--- config.mk ---
export PLATFORM = sky130hd
export DESIGN_NAME = alu_arbiter
export DESIGN_NICKNAME = d
export VERILOG_FILES = /design/src/rtl/alu_arbiter.sv
export SDC_FILE = /design/constraint.sdc
export NUM_CORES = 1
export LEC_CHECK = 0
export CAP_MARGIN = 5
export CORE_AREA = 2 2 108 110
export CTS_CLUSTER_SIZE = 28
export DETAILED_ROUTE_END_ITERATION = 10
export DIE_AREA = 0 0 110 112
export GPL_TIMING_DRIVEN = 0
export PLACE_DENSITY = 0.68
export RECOVER_POWER = 100
export SETUP_SLACK_MARGIN = 0.5
export SYNTH_ARGS = -nofsm -noshare
export SYNTH_HDL_FRONTEND = slang
export SYNTH_SLANG_ARGS = --single-unit
--- constraint.sdc ---
create_clock -name clk -period 1.3 [get_ports clk]
set_input_delay 0.26 -clock clk [delete_from_list [all_inputs] [get_ports clk]]
set_output_delay 0.26 -clock clk [all_outputs]
set_load 0.1 [all_outputs]
--- src/rtl/alu_arbiter.sv ---
// alu_arbiter: round-robin front end for a single shared combinational ALU.
// Two requesters compete for the ALU. The winner's operands are steered onto the
// ALU in the same cycle, and the ALU result is captured into a one-entry response
// buffer that the consumer drains with a valid/ready handshake.
module alu_arbiter #(
  parameter int WIDTH = 32
) (
  input  logic             clk,
  input  logic             reset,
  input  logic             req0_valid,
  output logic             req0_ready,
  input  logic [2:0]       req0_f,
  input  logic [WIDTH-1:0] req0_a,
  input  logic [WIDTH-1:0] req0_b,
  input  logic             req1_valid,
  output logic             req1_ready,
  input  logic [2:0]       req1_f,
  input  logic [WIDTH-1:0] req1_a,
  input  logic [WIDTH-1:0] req1_b,
  output logic [2:0]       alu_f,
  output logic [WIDTH-1:0] alu_a,
  output logic [WIDTH-1:0] alu_b,
  input  logic [WIDTH-1:0] alu_y,
  input  logic             alu_zero,
  output logic             rsp_valid,
  input  logic             rsp_ready,
  output logic             rsp_id,
  output logic [WIDTH-1:0] rsp_y,
  output logic             rsp_zero
);

  // EMPTY: no result held; FULL: a result waits for the consumer.
  typedef enum logic {
    EMPTY = 1'b0,
    FULL  = 1'b1
  } state_t;

  state_t           state_r;
  logic             last_id_r;
  logic             rsp_id_r;
  logic             rsp_zero_r;
  logic [WIDTH-1:0] rsp_y_r;

  logic             can_issue_s;
  logic             grant_s;
  logic             grant_id_s;

  // Decide whether the buffer can take a new op this cycle and which requester wins it
  always_comb begin
    can_issue_s = 1'b0;
    grant_s     = 1'b0;
    grant_id_s  = 1'b0;
    if (reset) begin
      // A reset cycle never hands out a grant.
      can_issue_s = 1'b0;
    end else begin
      case (state_r)
        EMPTY:   can_issue_s = 1'b1;
        FULL:    can_issue_s = rsp_ready;  // draining frees the slot in the same cycle
        default: can_issue_s = 1'b0;
      endcase
    end
    if (can_issue_s) begin
      case ({req1_valid, req0_valid})
        2'b01: begin
          grant_s    = 1'b1;
          grant_id_s = 1'b0;
        end
        2'b10: begin
          grant_s    = 1'b1;
          grant_id_s = 1'b1;
        end
        2'b11: begin
          // Contention: strictly alternate against whoever was served last.
          grant_s    = 1'b1;
          grant_id_s = ~last_id_r;
        end
        default: begin
          grant_s    = 1'b0;
          grant_id_s = 1'b0;
        end
      endcase
    end else begin
      grant_s    = 1'b0;
      grant_id_s = 1'b0;
    end
  end

  // Steer the granted requester's operation onto the ALU; park the ALU at zero when idle
  always_comb begin
    alu_f = 3'b000;
    alu_a = '0;
    alu_b = '0;
    if (grant_s) begin
      case (grant_id_s)
        1'b0: begin
          alu_f = req0_f;
          alu_a = req0_a;
          alu_b = req0_b;
        end
        1'b1: begin
          alu_f = req1_f;
          alu_a = req1_a;
          alu_b = req1_b;
        end
        default: begin
          alu_f = 3'b000;
          alu_a = '0;
          alu_b = '0;
        end
      endcase
    end else begin
      alu_f = 3'b000;
      alu_a = '0;
      alu_b = '0;
    end
  end

  assign req0_ready = grant_s & ~grant_id_s;
  assign req1_ready = grant_s &  grant_id_s;

  // Response buffer FSM: capture the ALU result on a grant, drain on consumer accept
  always_ff @(posedge clk) begin
    if (reset) begin
      state_r    <= EMPTY;
      rsp_y_r    <= '0;
      rsp_zero_r <= 1'b0;
      rsp_id_r   <= 1'b0;
      last_id_r  <= 1'b1;  // makes requester 0 the first winner under contention
    end else begin
      case (state_r)
        EMPTY: begin
          if (grant_s) begin
            state_r    <= FULL;
            rsp_y_r    <= alu_y;
            rsp_zero_r <= alu_zero;
            rsp_id_r   <= grant_id_s;
            last_id_r  <= grant_id_s;
          end else begin
            state_r <= EMPTY;
          end
        end
        FULL: begin
          if (grant_s) begin
            // Drain and refill in one cycle keeps throughput at one op per cycle.
            state_r    <= FULL;
            rsp_y_r    <= alu_y;
            rsp_zero_r <= alu_zero;
            rsp_id_r   <= grant_id_s;
            last_id_r  <= grant_id_s;
          end else if (rsp_ready) begin
            state_r <= EMPTY;
          end else begin
            // Back-pressure: hold the response bit-stable.
            state_r <= FULL;
          end
        end
        default: begin
          state_r <= EMPTY;
        end
      endcase
    end
  end

  assign rsp_valid = (state_r == FULL);
  assign rsp_id    = rsp_id_r;
  assign rsp_y     = rsp_y_r;
  assign rsp_zero  = rsp_zero_r;

endmodule

==> results.yml <==
clock_network:
  clock-sinks: 36
  cts.reportedPaths.clkPinSlew_ns: 0.06
  cts-root-buf: "clkbuf_16"
  cts_tree: "done"
  numCtsBuffers: 5
  insertion_delay_ns: 0.27
  cts_max_path_buffers: 2
  cts-htree-levels: 2
sta:
  worst_pin_slew_ns: 0.475
  max_freq_mhz: 523
  fin_skew_ns: 0.00490
  relSlewSlack_pct: 68.3
  layout_min_cycle_time_ns: 1.91
  setup_ws_ns: -0.613
  final.setup.tns_ns: -57.27
  fin_crit_sh_pct: 147
  whs_ns: 0.256
  rsz0062_at_grt: "yes"
  hold_violations: 0
  final_max_slew_viol_count: 0
  finalSetupViolCount: 105
cells_and_area:
  regArea_sq_um: 853
  fillers: 813
  layout-drive-gt1-share_pct: 56.6
  fin_nets: 735
  multi_input_area_sq_um: 1860
  syn_to_final_growth_pct: 254
  final_cells: 709
  design_area_sq_um: 7450
placed_design:
  hpwl_microns: 10300
  placed_area_sq_um: 5910
  io_buffers: 275
  dp_cells: 662
  gp_congestion: 0.757
synth:
  synth_nets: 416
  synth_top_cell_area_share_pct: 34.3
  synth_commonest_cells: "a22o_1, dfxtp_1, inv_1"
  yosysMostFrequentCell: "a22o_1"
  ys_types: 23
  synth_edf_count: 0
  yosys_warnings: 0
  synth_top_cell_by_area: "dfxtp_1"
  synthesis.area_sq_um: 2100
  syn_avg_cell_area_sq_um: 8.62
  synth_ff_type: "dfxtp_1"
  async_reset_ff_share_pct: 0
  yosysSeqAreaShare_pct: 34.3
  synth_area_leaders: "dfxtp_1, a22o_1, o211ai_1, o21ai_1, inv_1"
  ys_ff_latch: 36
  synthesis.instances: 244
setup_path:
  arrival_ns: 1.65
  worstSetupStartpointType: "register"
  path_class: "register to output pin"
  path_max_fanout: 10
  cp.required_ns: 1.04
  end_kind: "output pin"
drt:
  drc: 0
  num_vias: 3330
  wl_microns: 13900
  wl_per_cell_microns: 19.6
  drt_first_pass_iters: 4
  drtIter0Drc: 128
  avgViaCountPerCell: 4.70
  antenna_left: 0
global_routing:
  grt_pass1_vias: 3641
  grt_use_total_pct: 21.7
  grt-ovfl-total: 0
  grt_max_degree: 12
  grt_pass1_wl_microns: 20500
  antenna_found_initial: 2
hold_path:
  hp-class: "input port to register"
floorplanning:
  die_h_microns: 112
  start_util_pct: 18.8
  die-area_sq_um: 12300
  fp-row-count: 39
  die_w_microns: 110
  num_io_pins: 276
  core-area_sq_um: 11200
power_and_ir_drop:
  leakage_nw: 3.25
  vdd_ir_drop_max_mv: 0.721
  power-per-cell-area_nw_per_um2: 857
job:
  drv_cap: 0
status:
  outcome: "finished, violations left"
  violations: "setup timing"
## sequential cells by signal, indices dropped and copies added (netlist names)
signal / count
last_id_r: 1
rsp_id: 1
rsp_valid: 1
rsp_y: 32
rsp_zero: 1
## worst max-delay path, cell delays in order, from the launching register on
cell and delay, ns:
dfxtp_4 0.35, nand2b_4 0.07, buf_12 0.13, nand3_4 0.06, inv_4 0.05, buf_12 0.14, buf_12 0.15, a22o_4 0.26
buf_12 0.16
## cells in the final DEF, fill, tap and decap left out
cell and n:
a211o_1 1, clkbuf_8 1, buf_6 9, clkdlybuf4s50_1 167, buf_4 39, clkinv_1 1, nor2_4 1, inv_4 2
clkinvlp_4 1, clkbuf_2 5, nand2b_4 1, nand3_4 1, or3_4 1, buf_16 8, a22o_4 64, nor3_4 1
inv_1 34, buf_8 6, clkbuf_1 6, clkdlybuf4s15_1 1, clkbuf_16 7, a21boi_4 1, o2111a_2 1, a31o_4 1
buf_12 84, o211ai_1 33, a21oi_2 1, nor2b_4 1, o21ai_1 2, o21ai_2 31, o221a_4 3, dfxtp_2 1
diode_2 2, clkbuf_4 13, dfxtp_4 35
## stage by stage
step	worst slack (ns)	power, mW	utilization [%]
after floorplan	-0.393	3.49	-
after global placement	-2.00	4.55	52.9
after detailed placement	-1.98	4.58	52.9
after CTS	-0.611	6.60	69.0
after global routing	-0.658	6.61	66.7
final	-0.613	6.39	66.7
## power by group
part / total [mW] / internal, mW / switching (mW) / leakage [nW]
registers: 1.23 / 1.17 / 0.0518 / 0.320
clock network: 1.13 / 0.703 / 0.423 / 0.0645
logic: 4.04 / 1.70 / 2.34 / 2.86
## cells by family (layout without fill, tap and decap cells)
family | after synthesis | in the layout | share of synthesized area (%)
AO/OA/AOI/OAI | 138 | 138 | 50.0
flip-flops | 36 | 36 | 34.3
other | 0 | 2 | 0
AND/OR/NAND/NOR | 6 | 6 | 1.55
buffers and inverters | 64 | 384 | 14.2
## routing by layer
metal  global-route usage [%]  part of all wire (%)  wire length [microns]
met5                        0                     0                      0
met4                     6.41                   1.9                    263
met3                     5.80                   8.4                   1170
met2                     39.9                    54                   7450
met1                     23.7                    36                   4990
## worst paths after layout
kind / startpoint / end / slack, ns / cells after the start
max: rsp_valid / alu_a[7] / -0.61 / 8
min: reset / rsp_valid / 0.26 / 2
max reg2reg: rsp_valid / rsp_y[30] / -0.52 / 10
min reg2reg: last_id_r / last_id_r / 0.51 / 1
## area by class of cell
cell class / count / area share [%]
Timing Repair Buffer: 312 / 51.8
Multi-Input combinational cell: 144 / 25.0
Sequential cell: 36 / 11.5
Buffer: 28 / 5.56
Tap cell: 143 / 2.40
Inverter: 36 / 1.88
Clock buffer: 6 / 1.73
Clock inverter: 2 / 0.151
Antenna cell: 2 / 0.0672
## repair_timing
item                       in CTS  in global routing
setup endpoints to repair     140                140
pin swaps                      20                 16
buffers inserted               20                  7
hold buffers                    0                  0
resized for setup            1019                 24
gates cloned                    8                  2
Note: power is estimated with default switching activity, not from simulation.
